===== src/rtl/par_reg_pkg.sv =====
// par_reg_pkg: shared types and helpers for the parallel/shift register.
`default_nettype none

package par_reg_pkg;

   typedef enum logic [1:0] {
      SHR = 2'b00,
      SHL = 2'b01,
      ROR = 2'b10,
      ROL = 2'b11
   } mode_e;

   typedef enum logic {
      IDLE  = 1'b0,
      SHIFT = 1'b1
   } state_e;

   // Counter must hold the value WIDTH itself, hence WIDTH+1.
   function automatic int cnt_width(input int w);
      return $clog2(w + 1);
   endfunction

endpackage

`default_nettype wire


===== src/rtl/par_shift_reg_if.sv =====
// par_shift_reg_if: datapath bus and serial link signals of par_shift_reg.
`default_nettype none

interface par_shift_reg_if #(
   parameter int WIDTH = 8
);
   logic [WIDTH-1:0] DATA;
   logic             EWR;
   logic             START;
   logic [1:0]       MODE;
   logic             SIN;
   logic             EDY;
   logic [WIDTH-1:0] OUTRESULT;
   logic             SOUT;
   logic             BUSY;
   logic             DONE;

   modport master (
      output DATA, EWR, START, MODE, SIN, EDY,
      input  OUTRESULT, SOUT, BUSY, DONE
   );

   modport slave (
      input  DATA, EWR, START, MODE, SIN, EDY,
      output OUTRESULT, SOUT, BUSY, DONE
   );
endinterface

`default_nettype wire


===== src/rtl/par_shift_ctrl.sv =====
// par_shift_ctrl: transfer FSM, step counter, mode latch and BUSY/DONE generation.
`default_nettype none

module par_shift_ctrl
   import par_reg_pkg::*;
#(
   parameter int WIDTH = 8
) (
   input  logic       clk,
   input  logic       rst,
   input  logic       ewr,
   input  logic       start,
   input  logic [1:0] mode,
   output logic       step_en,
   output mode_e      mode_l,
   output logic       busy,
   output logic       done
);

   localparam int CW = cnt_width(WIDTH);

   state_e        state_q, state_d;
   logic [CW-1:0] cnt_q, cnt_d;
   mode_e         mode_q, mode_d;
   logic          done_q, done_d;

   always_ff @(posedge clk) begin
      if (rst) begin
         state_q <= IDLE;
         cnt_q   <= '0;
         mode_q  <= SHR;
         done_q  <= 1'b0;
      end else begin
         state_q <= state_d;
         cnt_q   <= cnt_d;
         mode_q  <= mode_d;
         done_q  <= done_d;
      end
   end

   always_comb begin
      state_d = state_q;
      cnt_d   = cnt_q;
      mode_d  = mode_q;
      done_d  = 1'b0;
      step_en = 1'b0;
      unique case (state_q)
         IDLE: begin
            // A simultaneous parallel write wins; the START is dropped.
            if (start && !ewr) begin
               mode_d  = mode_e'(mode);
               cnt_d   = '0;
               state_d = SHIFT;
            end
         end
         SHIFT: begin
            step_en = 1'b1;
            cnt_d   = cnt_q + CW'(1);
            if (cnt_q == CW'(WIDTH - 1)) begin
               state_d = IDLE;
               done_d  = 1'b1;
            end
         end
      endcase
   end

   assign mode_l = mode_q;
   assign busy   = (state_q == SHIFT);
   assign done   = done_q;

endmodule

`default_nettype wire


===== src/rtl/par_shift_reg.sv =====
// par_shift_reg: parallel-load register with WIDTH-step serial shift/rotate transfers.
// Optional PAR_SHIFT_REG_INV_OUT_EN: OUTRESULT drives ~R while enabled.
`default_nettype none

module par_shift_reg
   import par_reg_pkg::*;
#(
   parameter int WIDTH = 8
) (
   input  logic           CLOCK,
   input  logic           RESET,
   par_shift_reg_if.slave bus
);

   logic [WIDTH-1:0] r_q, r_d;
   logic             sout_q, sout_d;
   logic             step_en;
   mode_e            mode_l;
   logic             busy;
   logic             done;

   par_shift_ctrl #(
      .WIDTH (WIDTH)
   ) u_ctrl (
      .clk     (CLOCK),
      .rst     (RESET),
      .ewr     (bus.EWR),
      .start   (bus.START),
      .mode    (bus.MODE),
      .step_en (step_en),
      .mode_l  (mode_l),
      .busy    (busy),
      .done    (done)
   );

   always_ff @(posedge CLOCK) begin
      if (RESET) begin
         r_q    <= '0;
         sout_q <= 1'b0;
      end else begin
         r_q    <= r_d;
         sout_q <= sout_d;
      end
   end

   always_comb begin
      r_d    = r_q;
      sout_d = sout_q;
      if (step_en) begin
         unique case (mode_l)
            SHR: begin
               r_d    = {bus.SIN, r_q[WIDTH-1:1]};
               sout_d = r_q[0];
            end
            SHL: begin
               r_d    = {r_q[WIDTH-2:0], bus.SIN};
               sout_d = r_q[WIDTH-1];
            end
            ROR: begin
               r_d    = {r_q[0], r_q[WIDTH-1:1]};
               sout_d = r_q[0];
            end
            ROL: begin
               r_d    = {r_q[WIDTH-2:0], r_q[WIDTH-1]};
               sout_d = r_q[WIDTH-1];
            end
         endcase
      end else if (!busy && bus.EWR) begin
         r_d = bus.DATA;
      end
   end

`ifdef PAR_SHIFT_REG_INV_OUT_EN
   assign bus.OUTRESULT = bus.EDY ? '0 : ~r_q;
`else
   assign bus.OUTRESULT = bus.EDY ? '0 : r_q;
`endif
   assign bus.SOUT = sout_q;
   assign bus.BUSY = busy;
   assign bus.DONE = done;

endmodule

`default_nettype wire


===== src/flat_wrapper.sv =====
// flat-port wrapper written by rule: the top's interface ports become plain ports
module par_shift_reg_flat import par_reg_pkg::*;
#(
   parameter int WIDTH = 8
)
  (CLOCK, RESET, bus_DATA, bus_EWR, bus_START, bus_MODE, bus_SIN, bus_EDY, bus_OUTRESULT, bus_SOUT, bus_BUSY, bus_DONE);
  par_shift_reg_if #(.WIDTH(WIDTH)) bus_i ();
  input  logic CLOCK;
  input  logic RESET;
  input wire logic [$bits(bus_i.DATA)-1:0] bus_DATA;
  input wire logic [$bits(bus_i.EWR)-1:0] bus_EWR;
  input wire logic [$bits(bus_i.START)-1:0] bus_START;
  input wire logic [$bits(bus_i.MODE)-1:0] bus_MODE;
  input wire logic [$bits(bus_i.SIN)-1:0] bus_SIN;
  input wire logic [$bits(bus_i.EDY)-1:0] bus_EDY;
  output wire logic [$bits(bus_i.OUTRESULT)-1:0] bus_OUTRESULT;
  output wire logic [$bits(bus_i.SOUT)-1:0] bus_SOUT;
  output wire logic [$bits(bus_i.BUSY)-1:0] bus_BUSY;
  output wire logic [$bits(bus_i.DONE)-1:0] bus_DONE;
  assign bus_i.DATA = bus_DATA;
  assign bus_i.EWR = bus_EWR;
  assign bus_i.START = bus_START;
  assign bus_i.MODE = bus_MODE;
  assign bus_i.SIN = bus_SIN;
  assign bus_i.EDY = bus_EDY;
  assign bus_OUTRESULT = bus_i.OUTRESULT;
  assign bus_SOUT = bus_i.SOUT;
  assign bus_BUSY = bus_i.BUSY;
  assign bus_DONE = bus_i.DONE;
  par_shift_reg #(.WIDTH(WIDTH)) u_core (.CLOCK(CLOCK), .RESET(RESET), .bus(bus_i));
endmodule

===== config.mk =====
export PLATFORM = sky130hd
export DESIGN_NAME = par_shift_reg_flat
export DESIGN_NICKNAME = d
export VERILOG_FILES = /design/src/rtl/par_reg_pkg.sv /design/src/rtl/par_shift_reg_if.sv /design/src/rtl/par_shift_ctrl.sv /design/src/rtl/par_shift_reg.sv /design/src/flat_wrapper.sv
export SDC_FILE = /design/constraint.sdc
export NUM_CORES = 1
export LEC_CHECK = 0
export CAP_MARGIN = 25
export CORE_MARGIN = 10
export CORE_UTILIZATION = 60
export CTS_CLUSTER_SIZE = 12
export DETAILED_ROUTE_END_ITERATION = 10
export DONT_BUFFER_PORTS = 1
export PLACE_DENSITY_LB_ADDON = 0.12
export SYNTH_ARGS = -nofsm -noshare
export SYNTH_HDL_FRONTEND = slang
export SYNTH_SLANG_ARGS = --single-unit

===== constraint.sdc =====
create_clock -name CLOCK -period 1.44 [get_ports CLOCK]
set_input_delay 0.288 -clock CLOCK [delete_from_list [all_inputs] [get_ports CLOCK]]
set_output_delay 0.288 -clock CLOCK [all_outputs]
set_load 0.005 [all_outputs]

==> results.md <==
- Setup_tns: 0 ns
- Post-synthesis sequential area ratio: 37.36%
- CTS root buf: clkbuf_4
- CP Capture Type: output port
- Post-CTS Setup Bufs: 0
- Vias in the first global route: 651
- Max VDD drop: 0.5277 mV
- CP top delay family: flip-flops
- I/O Buffers: 0
- DP HPWL: 1.432 mm
- WP buf/inv: 0
- Crit path arrival time: 0.93 ns
- Pin count of the biggest net entering global routing: 18
- Drt total wl: 1.949 mm
- FMAX: 0.8195 GHz
- Total power: 0.0009133 W
- I/O Pins: 27
- Residual DRC count: 0
- Worst-Skew Late Latency: 0.30 ns
- Leakage: 0.3401 nW
- Warnings, synthesis: 0
- Top cells by area, synth: dfxtp_1 37%, a211oi_1 11%, mux2i_1 9.9%
- Critical Path Source Type: flop
- Pre-CTS setup slack: 0.3779 ns
- Ys async rst share: 0%
- Worst Slack Setup Final: 0.2198 ns
- CTS Hold Bufs: 0
- Wire length per cell: 16.66 um
- Remaining global-route overflow: 0
- Crit-path cells: nor2b_1
- CTS Buffer Depth: 2
- EDFF count, synth: 0
- Critical-path top delay cell: dfxtp_1
- Max-slew headroom: 83.69%
- Drt pass-1 iters: 4
- Seq cells post-synth: 17
- Via count: 701
- Placement Rows: 14
- Die ar.: 3477 sq um
- CP peak stage delay: 0.42 ns
- Post-cts gate resize count: 0
- First-pass GRT wire length: 3.036 mm
- Top-area cell type share of the netlist area: 37.36%
- Nets: 119
- Floorplan core area: 1471 sq um
- Antenna violations before repair: 0
- Post-Syn Area per Cell: 9.109 sq um
- Leading area contributor after synthesis: dfxtp_1
- Global Route Usage Sum: 11.20%
- Cells after Synth: 100
- Clk_skew: 0.006485 ns
- Synth cell types: 29
- TritonCTS Sinks: 17
- PD cells: 968.1 nW/um^2
- Number of antenna diodes: 0
- Status: completed
- Syn_nets: 117
- WP data required: 1.15 ns
- Die width: 58.97 um
- Crit Path Max Fanout: 5
- Clock slew at reported path FFs: 0.10 ns
- Filler cells: 126
- Final Max Tran Viols: 0
- Routability cong.: 0.7643
- Detail Route Antenna Nets: 0
- Area Growth Syn to Fin: 3.571%
- Reg area: 340.3 sq um
- Inserted Clock Buffers: 3
- Multi-input combinational cell area: 521.8 sq um
- Initial DRC Count: 15
- Crit Path Category: reg2out
- Synth cell count leaders: 17 x dfxtp_1, 13 x a211oi_1, 10 x nor2b_1
- H-tree levels: 1
- Tightest Hold Check Type: in2reg
- Layout cells sized above 1: 11.88%
- Final setup fails: 0
- Most frequent cell after synthesis: dfxtp_1
- RSZ-0062 raised after global routing: false
- Via/cell ratio: 5.991
- Starting density of the core: 61.90%
- Hold Violations, Final: 0
- Slew @ Worst Pin: 0.2443 ns
- Final std cells w/o fill: 117
- Placed cells: 113
- Main synth FF type: dfxtp_1
- Max_cap viols: 0
- Die height: 58.97 um
- CTS tree: built
- Final worst-path cycle share: 84.74%
- Period minus WS final: 1.220 ns
- Post-Syn Area: 910.9 sq um
[path summary, 6_finish.rpt]
check,from,end,slack [ns],cells after the start
worst max-delay path,u_core.r_q[7]$_SDFFE_PP0P_,bus_OUTRESULT[7],0.22,1
worst min-delay path,RESET,u_core.r_q[7]$_SDFFE_PP0P_,0.04,1
worst max register to register,u_core.u_ctrl.busy$_SDFF_PP0_,u_core.u_ctrl.mode_l[1]$_SDFFE_PP0P_,0.35,4
worst min register to register,u_core.u_ctrl.cnt_q[1]$_SDFFE_PP0P_,u_core.u_ctrl.cnt_q[1]$_SDFFE_PP0P_,0.49,2
[layout by cell type (no fill, tap or decap)]
| cell type | count |
|---|---|
| and2_1 | 1 |
| mux2_2 | 1 |
| and2b_1 | 5 |
| nand2_1 | 4 |
| nand2b_4 | 1 |
| o211ai_1 | 1 |
| nor3_1 | 1 |
| ha_1 | 1 |
| a211oi_1 | 13 |
| o21ba_2 | 1 |
| nand3_1 | 5 |
| dfxtp_1 | 17 |
| clkinv_2 | 1 |
| mux2i_1 | 9 |
| buf_4 | 4 |
| nor2_1 | 3 |
| and4b_1 | 1 |
| clkbuf_4 | 3 |
| nand2b_1 | 2 |
| mux2_1 | 1 |
| o21a_1 | 1 |
| or3_1 | 1 |
| inv_2 | 1 |
| nor3b_1 | 1 |
| a21oi_1 | 7 |
| o21ai_0 | 4 |
| a31oi_1 | 1 |
| nor2b_1 | 10 |
[flip-flops by register name (all words and copies together) (netlist names)]
register / count
u_core.r_q: 8
u_core.u_ctrl.busy: 1
u_core.bus.SOUT: 1
u_core.u_ctrl.cnt_q: 4
u_core.u_ctrl.mode_l: 2
u_core.u_ctrl.done: 1
[through the flow]
stage / utilization [%] / instance area (sq um) / hold slack (ns)
after detailed placement: 62.24 / 915.9 / 0.3620
after global routing: 64.12 / 943.4 / 0.01706
after CTS: 64.12 / 943.4 / 0.02905
after floorplan: - / 910.9 / 0.4240
final: 64.12 / 943.4 / 0.03842
after global placement: 62.24 / 915.9 / 0.3608
[metal layers]
layer,vias up,global-route usage [%],routed length (um)
met1,311,13.02,936
met5,-,0,0
met4,0,7.869,65
met3,7,4.946,167
li1,362,-,-
met2,21,15.92,780
[logic make-up (layout without fill, tap and decap cells)]
family / count (synthesis) / count (layout) / synth area share (%)
simple gates: 35 / 35 / 23.35
buf+inv: 8 / 9 / 5.355
compound gates: 28 / 28 / 20.19
mux: 11 / 11 / 12.36
fa+ha+maj: 1 / 1 / 1.373
flops: 17 / 17 / 37.36
[power breakdown]
part	internal, W	total, W	switching, W
sequential	0.000499	0.000527	0.0000288
combinational	0.0000673	0.000123	0.0000561
clock	0.000104	0.000263	0.000159
total	0.000670	0.000913	0.000244
[layout make-up]
cell class | instances | area share [%]
clock buffers | 3 | 2.387
clock inverters | 1 | 0.5305
inverters | 1 | 0.3979
multi-input cells | 75 | 55.30
flip-flops and latches | 17 | 36.07
well taps | 16 | 2.122
repair buffers | 4 | 3.183
No activity file was read; power rests on OpenSTA's default activity.
